--- config.mk ---
export PLATFORM = sky130hd
export DESIGN_NAME = stream_unpacker
export DESIGN_NICKNAME = d
export VERILOG_FILES = /design/src/rtl/stream_unpacker.sv
export SDC_FILE = /design/constraint.sdc
export NUM_CORES = 1
export LEC_CHECK = 0
export BUFFER_PORTS_ARGS = -buffer_cell sky130_fd_sc_hd__buf_2
export CORE_AREA = 4 4 63 79
export CTS_CLUSTER_SIZE = 24
export DETAILED_ROUTE_END_ITERATION = 6
export DIE_AREA = 0 0 67 83
export PLACE_DENSITY = 0.6
export SLEW_MARGIN = 15
export SYNTH_ARGS = -nofsm -noshare
export SYNTH_HDL_FRONTEND = slang
export SYNTH_SLANG_ARGS = --single-unit
--- constraint.sdc ---
create_clock -name clk -period 1.59 [get_ports clk]
set_input_delay 0.159 -clock clk [delete_from_list [all_inputs] [get_ports clk]]
set_output_delay 0.159 -clock clk [all_outputs]
set_load 0.05 [all_outputs]
--- src/rtl/stream_unpacker.sv ---
// Width down-converter: accepts one IN_WIDTH word per handshake and replays it as
// N = IN_WIDTH/OUT_WIDTH chunks, least-significant first, flagging the final chunk.
module stream_unpacker #(
    parameter int IN_WIDTH  = 32,
    parameter int OUT_WIDTH = 8
) (
    input  logic                 clk,
    input  logic                 rst,
    input  logic                 input__valid,
    input  logic [IN_WIDTH-1:0]  input__payload,
    output logic                 input__ready,
    output logic                 output__valid,
    output logic [OUT_WIDTH-1:0] output__payload,
    output logic                 output__last,
    input  logic                 output__ready
);

    localparam int N     = IN_WIDTH / OUT_WIDTH;
    localparam int IDX_W = (N > 1) ? $clog2(N) : 1;
    localparam logic [IDX_W-1:0] LAST_IDX = IDX_W'(N - 1);

    generate
        if ((IN_WIDTH % OUT_WIDTH) != 0 || N < 2) begin : g_bad_params
            $error("stream_unpacker: IN_WIDTH must be a multiple of OUT_WIDTH with at least two chunks");
        end
    endgenerate

    logic [N-1:0][OUT_WIDTH-1:0] word;
    logic [IDX_W-1:0]            idx;
    logic                        full;
    logic                        at_last;
    logic                        in_xfer;
    logic                        out_xfer;

    assign at_last  = (idx == LAST_IDX);
    assign in_xfer  = input__valid & input__ready;
    assign out_xfer = output__valid & output__ready;

    // Ready is combinational from output__ready so a new word can slot in on the
    // same cycle the last chunk of the current word leaves, avoiding a bubble.
    always_comb begin
        input__ready    = !full | (output__ready & at_last);
        output__valid   = full;
        output__payload = word[idx];
        output__last    = full & at_last;
    end

    // Later assignments win: a load overrides the last-chunk drain, and reset overrides both.
    always_ff @(posedge clk) begin
        if (rst) begin
            word <= '0;
            idx  <= '0;
            full <= 1'b0;
        end else begin
            if (out_xfer) begin
                if (at_last) begin
                    full <= 1'b0;
                    idx  <= '0;
                end else begin
                    idx <= idx + 1'b1;
                end
            end
            if (in_xfer) begin
                word <= input__payload;
                idx  <= '0;
                full <= 1'b1;
            end
        end
    end

endmodule

==> impl_results.md, run 1 <==
* Fin crit period at about 1.6 ns
* Commonest non-fill, non-tap cells in the layout: 36 x buf_2, 34 x a21oi_1, 33 x dfxtp_1, 32 x nand3b_1, 23 x o21ai_0
* Drt pass-1 iters at 4
* Fin. max-slew vios at 0
* Syn. warnings at 0
* Clock-pin slew on the worst setup and hold paths at ~0.070 ns
* Residual DRC at 0
* Drt total wl at 4.03 mm
* Count of different cell masters after synthesis at 21
* R2r startpoint: idx[1]
* Num CTS Buffers at 5
* Chip height at 83 um
* HPWL after DPL at approximately 2.6 mm
* FP Rows at 27
* Worst setup SP type: register
* Filler cells at around 450
* Post-Synthesis Cells at 174
* Sequential share of the synthesized area at 42.4%
* Synth Net Count at 211
* Max VDD drop at around 0.44 mV
* Hold depth at 3
* Crit Path Category: register to primary output
* Critical path arrival at about 1.5 ns
* Share of cells above drive strength 1 at between 30 and 40%
* HP Start: input__payload[15]
* Initial Utilization at 38.5%
* Core area at 4290 um^2
* Clk_lat worst skew at around 0.28 ns
* Worst-Margin Slew at 0.675 ns
* Required time worst endpoint at 1.43 ns
* Grt ovf at 0
* Largest net degree at the start of global routing at 39
* Initial antenna violation count at 0
* CTS tree: done
* Vias in the first global route at 1378
* Power Dens Cells at between 900 and 1000 nW/um^2
* Die ar. at 5560 um^2
* Fmax at roughly 0.61 GHz
* RR Endpoint: word[30]
* Final setup TNS at -0.239 ns
* RSZ-0062 raised after global routing: yes
* Failing checks: setup timing
* Hold Buf Count CTS at 0
* Clock skew at approximately 0.0051 ns
* Final Hold Viols at 0
* Root Buffer: clkbuf_8
* Antenna Nets Post-Route at 0
* Status: finished with violations
* Endpoints failing setup at 7
* Synthesized area at 1650 um^2
* Initial DRC count at between 80 and 90
* Crit path max fanout at 7
* Worst R2R Path Depth at 7
* Commonest non-fill, non-tap cell in the layout: buf_2
* First-pass GRT wire length at about 6.6 mm
* Detailed-route vias per instance at 5.29
* Global Route Usage Sum at between 10% and 20%
* Port Buffers at between 40 and 50
* Period Utilization, post-route at 103%
* Max Root-Sink Buffers at 2
* Worst hold path type: input pin to register
* # nets final at approximately 260
* Slack of the critical path at -0.0418 ns
* Static Leakage at 0.815 nW
* Area Growth Syn to Fin at 29.8%
* ANT cells at 0
* Drt wl/cell at around 15 um
* H-tree Lvls at 2
* Via count at 1464
* Die width at 67 um
* R2R setup slack at approximately 0.060 ns
* Critical Path Sink Type: primary output
* Max-cap violations at 0
* Worst Hold End: word[15]
* Pwr Total at roughly 2.0 mW
* Slew HR at a little over half
* RD Place Congestion at roughly 0.71
* Number of top-level pins at 47
* Register bit total from synthesis at 35
* TritonCTS Sinks at 35
* Syn Area/Cell at 9.50 um^2
==> worst max path at each step <==
stage | to | startpoint | cells after the start
floorplan | idx[1] | output__valid | 4
global placement | word[10] | idx[1] | 6
detailed placement | word[10] | idx[1] | 6
CTS | output__payload[5] | idx[0] | 3
global route | output__payload[1] | idx[0] | 3
finish | output__payload[5] | idx[0] | 3
==> repair_timing <==
action | 4_1_cts | 5_1_grt
gates cloned | 0 | 1
pin swaps | 1 | 3
gates resized for setup | 22 | 3
endpoints found under the setup margin | 9 | 37
setup buffers | 1 | 1
==> final cells by class <==
class,count,area (um^2),share of cell area (%)
clock inverter,1,5.00,0.233
inverter,2,7.51,0.350
timing repair buffer,58,433,20.2
sequential,35,706,32.9
multi-input combinational,117,838,39.1
tap,58,72.6,3.38
clock buffer,6,82.6,3.85
==> metrics by stage <==
| step | hold slack (ns) | setup WS [ns] | util, % | instances | cell area, um^2 |
|---|---|---|---|---|---|
| after global routing | 0.140 | -0.0947 | 50.0 | 277 | 2140 |
| final | 0.137 | -0.0418 | 50.0 | 277 | 2140 |
| after CTS | 0.131 | -0.0554 | 49.0 | 275 | 2100 |
| after detailed placement | 0.435 | 0.0886 | 45.3 | 267 | 1940 |
| after floorplan | 0.319 | 0.0224 | - | 174 | 1650 |
| after global placement | 0.428 | 0.0966 | 45.3 | 267 | 1940 |
==> synth_stat cells <==
cell type / instances / area [um^2]
buf_6: 4 / 45.0
nand2b_1: 1 / 6.26
o21ai_1: 9 / 45.0
and2_1: 1 / 6.26
a21boi_2: 1 / 11.3
buf_2: 6 / 30.0
nand3b_1: 32 / 240
nand3_1: 1 / 5.00
clkbuf_2: 1 / 5.00
mux4_2: 8 / 180
buf_1: 3 / 11.3
a21oi_1: 34 / 170
o21ai_0: 23 / 115
a221oi_2: 1 / 15.0
clkbuf_1: 6 / 22.5
inv_2: 2 / 7.51
a311oi_1: 1 / 8.76
dfxtp_1: 35 / 701
nand2_1: 3 / 11.3
nor2_1: 1 / 3.75
ha_1: 1 / 12.5
==> registers in the layout (all words and copies together) (netlist names) <==
register,flops
word,32
idx,2
output__valid,1
==> worst max-delay path: stages, from the launching register on <==
cell and delay (ns):
dfxtp_4 0.37, buf_12 0.13, mux4_2 0.51, buf_6 0.17
==> cell families after synthesis <==
| group | Yosys count | share of synthesized area (%) |
|---|---|---|
| AOI/OAI and AO/OA | 69 | 22.1 |
| and+or+nand+nor | 39 | 16.5 |
| DFF | 35 | 42.4 |
| buffers and inverters | 22 | 7.34 |
| muxes | 8 | 10.9 |
| adders and majority gates | 1 | 0.757 |
==> routing by layer <==
| metal | wire length [um] | vias up | GRT usage (%) | part of all wire (%) |
|---|---|---|---|---|
| met2 | 2020 | 44 | 22.6 | 50 |
| met1 | 1730 | 690 | 20.2 | 43 |
| met3 | 250 | 4 | 4.33 | 6.2 |
| li1 | - | 726 | - | - |
| met5 | 0 | - | 0 | 0 |
| met4 | 35 | 0 | 5.54 | 0.87 |
==> report_power, final <==
part / total, mW / internal [mW] / switching, mW
Combinational: 0.386 / 0.179 / 0.207
Clock: 0.638 / 0.339 / 0.298
Sequential: 0.953 / 0.926 / 0.0270
Total: 1.98 / 1.44 / 0.532
No activity file was read; power rests on OpenSTA's default activity.
==> inputs of run 2 (changes only) <==
GPL_ROUTABILITY_DRIVEN = 0   (was not set)
SETUP_SLACK_MARGIN = 0.5   (was not set)
==> run 2 against run 1 <==
  * The run still ends with setup timing left
  * Highest routed layer unchanged
  * Total power up 11%
  * Worst hold slack worse by 0.0016 ns
  * Clock-buffer cell count up 2
==> impl_results.md, run 2 (synthesized netlist as in run 1, its figures left out) <==
* Num CTS Buffers at 5 (unchanged)
* FP Rows at 27 (unchanged)
* HP Start: input__payload[11] (was input__payload[15])
* Worst path bufs/invs at 2 (unchanged)
* Fmax at 0.615 GHz (was 0.613 GHz)
* Design Area, Final at 2530 um^2 (was 2140 um^2)
* Fin. max-slew vios at 0 (unchanged)
* Grt peak-use layer: met2 (unchanged)
* HPWL after DPL at 2.73 mm (was 2.64 mm)
* Cell family contributing the most delay on the critical path: multiplexers (unchanged)
* GR Layer Usage met3 at 4.60% (was 4.33%)
* Worst hold path type: input pin to register (unchanged)
* Critical Path Sink Type: primary output (unchanged)
* RR Endpoint: word[22] (was word[30])
* Fin cells at 295 (was 277)
* ANT cells at 0 (unchanged)
* Crit path max fanout at 4 (was 7)
* CP peak stage delay at 0.51 ns (about the same)
* TritonCTS Sinks at 35 (unchanged)
* Crit Path Category: register to primary output (unchanged)
* Clk_lat worst skew at 0.28 ns (about the same)
* Largest net degree at the start of global routing at 36 (was 39)
* Final Hold Viols at 0 (unchanged)
* Die width at 67 um (unchanged)
* Period Utilization, post-route at 102% (was 103%)
* Residual DRC at 0 (unchanged)
* Antenna Nets Post-Route at 0 (unchanged)
* Power Dens Cells at 866 nW/um^2 (was 922 nW/um^2)
* H-tree Lvls at 2 (unchanged)
* Drt wl/cell at 17.1 um (was 14.6 um)
* Initial DRC count at 96 (was 86)
* Core area at 4290 um^2 (unchanged)
* Global routing usage on met2 at 29.0% (was 22.6%)
* Global Route Usage Sum at 17.2% (was 15.0%)
* Largest register by flop count: word (unchanged)
* Port Buffers at 46 (unchanged)
* Hold depth at 3 (unchanged)
* Die ar. at 5560 um^2 (unchanged)
* Max-cap violations at 0 (unchanged)
* Detailed-route vias per instance at 5.46 (was 5.29)
* # nets final at 273 (was 256)
* Via count at 1611 (was 1464)
* Static Leakage at 0.977 nW (was 0.815 nW)
* Clock skew at 0.00172 ns (was 0.00510 ns)
* Commonest non-fill, non-tap cell in the layout: buf_2 (unchanged)
* Slack of the critical path at -0.0361 ns (was -0.0418 ns)
* Root Buffer: clkbuf_8 (unchanged)
* Drt total wl at 5.05 mm (was 4.03 mm)
* Chip height at 83 um (unchanged)
* Area Growth Syn to Fin at 53.3% (was 29.8%)
* Final setup TNS at -0.183 ns (was -0.239 ns)
* Fin crit period at 1.63 ns (about the same)
* RSZ-0062 raised after global routing: yes (unchanged)
* Worst setup SP type: register (unchanged)
* CP Cell Sequence: buf_6 -> mux4_2 -> buf_8 (was buf_12 -> mux4_2 -> buf_6)
* Post-DP Area at 1930 um^2 (was 1940 um^2)
* CTS tree: done (unchanged)
* First-pass GRT wire length at 7.38 mm (was 6.62 mm)
* Number of top-level pins at 47 (unchanged)
* Grt ovf at 0 (unchanged)
* Worst Hold End: word[11] (was word[15])
* DP Cell Count at 264 (was 267)
* Max reg flops at 32 (unchanged)
* Worst R2R Path Depth at 8 (was 7)
* R2R setup slack at 0 ns (was 0.06 ns)
* Commonest non-fill, non-tap cells in the layout: 35 x buf_2, 32 x nand3b_1, 32 x dfxtp_1, 31 x a21oi_1 (was 36 x buf_2, 34 x a21oi_1, 33 x dfxtp_1, 32 x nand3b_1, 23 x o21ai_0)
* Filler cells at 375 (was 449)
* R2r startpoint: idx[0] (was idx[1])
* CP max stage cell: mux4_2 (unchanged)
* Drt pass-1 iters at 4 (unchanged)
* Endpoints failing setup at 7 (unchanged)
* Share of cells above drive strength 1 at 43.9% (was 36.1%)
* Critical path arrival at 1.47 ns (about the same)
* Max Root-Sink Buffers at 2 (unchanged)
* Slew HR at 53.8% (was 55.0%)
* Vias in the first global route at 1497 (was 1378)
* Failing checks: setup timing (unchanged)
* Max VDD drop at 0.541 mV (was 0.439 mV)
* Met1 GRT Util at 21.6% (was 20.2%)
* Initial Utilization at 38.5% (unchanged)
* Worst-Margin Slew at 0.692 ns (was 0.675 ns)
* Clock-pin slew on the worst setup and hold paths at 0.07 ns (about the same)
* Required time worst endpoint at 1.43 ns (about the same)
* Initial antenna violation count at 0 (unchanged)
* Status: finished with violations (unchanged)
## run 2: cell count changes in the layout (fill, tap and decap cells not counted), moves of 2 or more
cell       previous run  this run
a21oi_1              34        31
a21oi_2               0         3
buf_12                2         7
buf_16                0         3
buf_6                10        15
buf_8                 1         4
clkbuf_16             1         3
dfxtp_4               1         3
o21ai_0              23        16
o21ai_1               9        16
## run 2: routing by layer
layer | part of all wire, % | routed length [um] | vias to the layer above
met2 | 53 | 2700 | 58
met1 | 39 | 1960 | 786
met4 | 0.46 | 23 | 0
met3 | 7.4 | 374 | 4
li1 | - | - | 763
met5 | 0 | 0 | -
## run 2: area by class of cell
class	instances	area (um^2)	share of cell area, %
Clock buffer	8	100	3.95
Timing Repair Buffer	75	762	30.1
Sequential cell	35	712	28.1
Tap cell	58	72.6	2.86
Inverter	2	12.5	0.494
Multi-Input combinational cell	117	875	34.5
## run 2: where the power goes
| part | switching, mW | internal [mW] | total (mW) |
|---|---|---|---|
| Combinational | 0.254 | 0.282 | 0.537 |
| Clock | 0.309 | 0.395 | 0.704 |
| Sequential | 0.0287 | 0.924 | 0.953 |
| Total | 0.592 | 1.60 | 2.19 |
## run 2: worst reg2reg max path: cells and delay by family (launching register included)
| kind | cells | cell delay (ns) |
|---|---|---|
| adder cells (fa/ha/maj) | 1 | 0.17 |
| buffers and inverters | 4 | 0.55 |
| AO/OA/AOI/OAI | 3 | 0.42 |
| flip-flops | 1 | 0.36 |
## run 2: worst max path at each step
stage | start | to | slack, ns | depth (start not counted)
final | idx[0] | output__payload[2] | -0.04 | 3
after global routing | idx[0] | word[22] | -0.09 | 8
after CTS | idx[0] | output__payload[7] | -0.04 | 3
after detailed placement | idx[0] | word[19] | 0.03 | 5
after global placement | idx[0] | input__ready | 0.08 | 5
after floorplan | idx[0] | output__payload[1] | 0.28 | 2
## run 2: timing repair
item / 4_1_cts / 5_1_grt
hold buffers: 0 / 0
setup buffers: 8 / 8
endpoints found under the setup margin: 46 / 45
resized for setup: 36 / 22
cloned: 3 / 4
pin swaps: 5 / 22
## run 2: per-stage QoR
stage               total power [mW]  hold WS [ns]  utilization, %  setup slack [ns]
floorplan                       1.22         0.311               -             0.282
global placement                1.32         0.433            45.0            0.0762
detailed placement              1.32         0.437            45.0            0.0337
CTS                             2.13         0.129            53.9           -0.0440
global route                    2.29         0.135            59.1           -0.0887
finish                          2.19         0.136            59.1           -0.0361
==> inputs of run 3 (changes only) <==
==> constraint.sdc (replaced) <==
create_clock -name clk -period 1.59 [get_ports clk]
set_input_delay 0.318 -clock clk [delete_from_list [all_inputs] [get_ports clk]]
set_output_delay 0.318 -clock clk [all_outputs]
set_load 0.05 [all_outputs]
==> run 3 against run 2 <==
  * The flow still finishes with violations (setup timing)
  * Via count fell by 3.5%
  * Non-clock buffer count shrank 5
  * Sequential power is essentially flat
  * Setup slack worse by 0.17 ns
  * Clock power shrank 8.4%
  * Combinational power shrank 7.3%
  * Worst hold slack improved by 0.16 ns
  * Wire length shrank 2.8%
  * Sequential share of layout area rose by 1.2 points
  * Critical path type unchanged
  * Critical endpoint is now input__ready
  * Largest cell class unchanged
  * Largest power group unchanged
  * Highest routed layer unchanged
==> impl_results.md, run 3 (synthesized netlist as in run 1, its figures left out) <==
* Status: finished with violations (unchanged)
* Failing checks: setup timing (unchanged)
* Fin. max-slew vios at 0 (unchanged)
* Root Buffer: clkbuf_8 (unchanged)
* H-tree Lvls at 2 (unchanged)
* Critical path arrival at 1.48 ns (was 1.47 ns)
* Static Leakage at 0.925 nW (was 0.977 nW)
* CP peak stage delay at 0.36 ns (was 0.51 ns)
* Drt total wl at 4.92 mm (was 5.05 mm)
* Largest register by flop count: word (unchanged)
* Residual DRC at 0 (unchanged)
* Worst path bufs/invs at 4 (was 2)
* CTS tree: done (unchanged)
* Critical Path Sink Type: primary output (unchanged)
* R2R setup slack at -0.15 ns (was 0 ns)
* Area Growth Syn to Fin at 47.0% (was 53.3%)
* Antenna Nets Post-Route at 0 (unchanged)
* Drt wl/cell at 17.0 um (was 17.1 um)
* First-pass GRT wire length at 6.73 mm (was 7.38 mm)
* Slew HR at 81.1% (was 53.8%)
* Fmax at 0.557 GHz (was 0.615 GHz)
* Cell family contributing the most delay on the critical path: buffers and inverters (was multiplexers)
* Port Buffers at 46 (unchanged)
* Number of top-level pins at 47 (unchanged)
* Max-cap violations at 0 (unchanged)
* Die width at 67 um (unchanged)
* Commonest non-fill, non-tap cell in the layout: buf_2 (unchanged)
* Logic gate share of total power at 23.7% (was 24.5%)
* Crit path max fanout at 4 (unchanged)
* Drt pass-1 iters at 4 (unchanged)
* Clock-pin slew on the worst setup and hold paths at 0.07 ns (about the same)
* Via count at 1554 (was 1611)
* NetSw at 0.583 mW (was 0.592 mW)
* Largest net degree at the start of global routing at 39 (was 36)
* RSZ-0062 raised after global routing: yes (unchanged)
* Slack of the critical path at -0.204 ns (was -0.0361 ns)
* Clock skew at 0.00218 ns (was 0.00172 ns)
* Commonest non-fill, non-tap cells in the layout: 35 x buf_2, 32 x nand3b_1, 32 x dfxtp_1, 28 x a21oi_1, 19 x o21ai_1 (was 35 x buf_2, 32 x nand3b_1, 32 x dfxtp_1, 31 x a21oi_1)
* Initial DRC count at 66 (was 96)
* CP Cell Sequence: buf_6 -> buf_4 -> ha_4 -> a21boi_4 -> inv_6 -> buf_6 (was buf_6 -> mux4_2 -> buf_8)
* Power Dens Cells at 863 nW/um^2 (was 866 nW/um^2)
* TritonCTS Sinks at 35 (unchanged)
* Num CTS Buffers at 5 (unchanged)
* Multi-input gate area at 892 um^2 (was 875 um^2)
* HPWL after DPL at 2.72 mm (was 2.73 mm)
* Clock network power share at 30.8% (was 32.1%)
* Worst hold path type: input pin to register (unchanged)
* Crit Path Category: register to primary output (unchanged)
* ANT cells at 0 (unchanged)
* Hold_ws at 0.295 ns (was 0.136 ns)
* Initial antenna violation count at 0 (unchanged)
* Pre-CTS WS at -0.0235 ns (was 0.0337 ns)
* Hold Buf Count CTS at 0 (unchanged)
* CP max stage cell: dfxtp_4 (was mux4_2)
* Max reg flops at 32 (unchanged)
* Most Frequent Cell on Critical Path: buf_6
* Core area at 4290 um^2 (unchanged)
* Filler cells at 399 (was 375)
* Required time worst endpoint at 1.27 ns (was 1.43 ns)
* Detailed-route vias per instance at 5.38 (was 5.46)
* Max VDD drop at 0.357 mV (was 0.541 mV)
* Grt ovf at 0 (unchanged)
* Worst setup SP type: register (unchanged)
* Worst-Margin Slew at 0.281 ns (was 0.692 ns)
* Cell-internal power at 1.51 mW (was 1.60 mW)
* Vias in the first global route at 1385 (was 1497)
* Chip height at 83 um (unchanged)
* Seq pwr share at 45.5% (was 43.4%)
* Initial Utilization at 38.5% (unchanged)
* # nets final at 268 (was 273)
* Final Hold Viols at 0 (unchanged)
* Share of cells above drive strength 1 at 45.0% (was 43.9%)
* Global Route Usage Sum at 15.8% (was 17.2%)
* Sw frac at 27.8% (was 27.0%)
* Die ar. at 5560 um^2 (unchanged)
* FP Rows at 27 (unchanged)
* Clk_lat worst skew at 0.28 ns (about the same)
* Max Root-Sink Buffers at 2 (unchanged)
* Fin crit period at 1.79 ns (was 1.63 ns)
* Period Utilization, post-route at 113% (was 102%)
* Endpoints failing setup at 42 (was 7)
* Reg area at 712 um^2 (unchanged)
## run 3: cell count changes in the layout (fill, tap and decap cells not counted), sizes merged
cell	delta
buf	-6
clkbuf	-1
clkinv	+1
## run 3: repair_timing
item                       in CTS  in global routing
pin swaps                       3                 12
resized for setup              36                 28
setup buffers                   8                  2
setup endpoints to repair      46                 46
gates cloned                    0                  6
## run 3: worst reg2reg max path, cell delays in order (launching register included)
cell and delay (ns):
dfxtp_4 0.36, buf_6 0.13, buf_4 0.14, ha_4 0.18, a21boi_4 0.20, buf_6 0.13
buf_12 0.14, buf_12 0.12, o21ai_0 0.11, a21oi_2 0.17
## run 3: per-layer routing
| layer | track usage, % | part of all wire (%) | up-vias |
|---|---|---|---|
| met4 | 4.98 | 1.7 | 0 |
| met5 | 0 | 0 | - |
| met1 | 20.5 | 41 | 748 |
| met2 | 25.1 | 52 | 46 |
| li1 | - | - | 752 |
| met3 | 4.19 | 5.3 | 8 |
## run 3: stage by stage
step / total power, mW / instance area, um^2 / utilization, % / std cells / setup TNS (ns)
2_1_floorplan: 1.22 / 1690 / - / 174 / 0
3_3_place_gp: 1.33 / 1960 / 45.7 / 266 / -0.0454
3_5_place_dp: 1.33 / 1960 / 45.7 / 266 / -0.0553
4_1_cts: 2.03 / 2220 / 51.8 / 281 / -2.18
5_1_grt: 2.18 / 2430 / 56.6 / 289 / -7.44
6_report: 2.10 / 2430 / 56.6 / 289 / -5.35
## run 3: path summary, 6_finish.rpt
check	startpoint	end	depth (start not counted)
setup / recovery	idx[0]	input__ready	6
hold / removal	input__payload[26]	word[26]	3
setup reg to reg	idx[0]	word[28]	9
hold reg to reg	word[4]	word[4]	2
## run 3: power by group through the flow
stage | clock, mW | combinational [mW] | sequential [mW]
2_1_floorplan | 0 | 0.255 | 0.969
3_3_place_gp | 0 | 0.347 | 0.978
3_5_place_dp | 0 | 0.349 | 0.979
4_1_cts | 0.658 | 0.417 | 0.951
5_1_grt | 0.693 | 0.529 | 0.960
6_report | 0.645 | 0.498 | 0.955
## run 3: final cells by class
type	instances	share of cell area, %
clock buffers	6	3.40
clock inverters	1	0.206
inverters	2	0.515
multi-input cells	117	36.7
flip-flops and latches	35	29.3
well taps	58	2.99
repair buffers	70	26.9
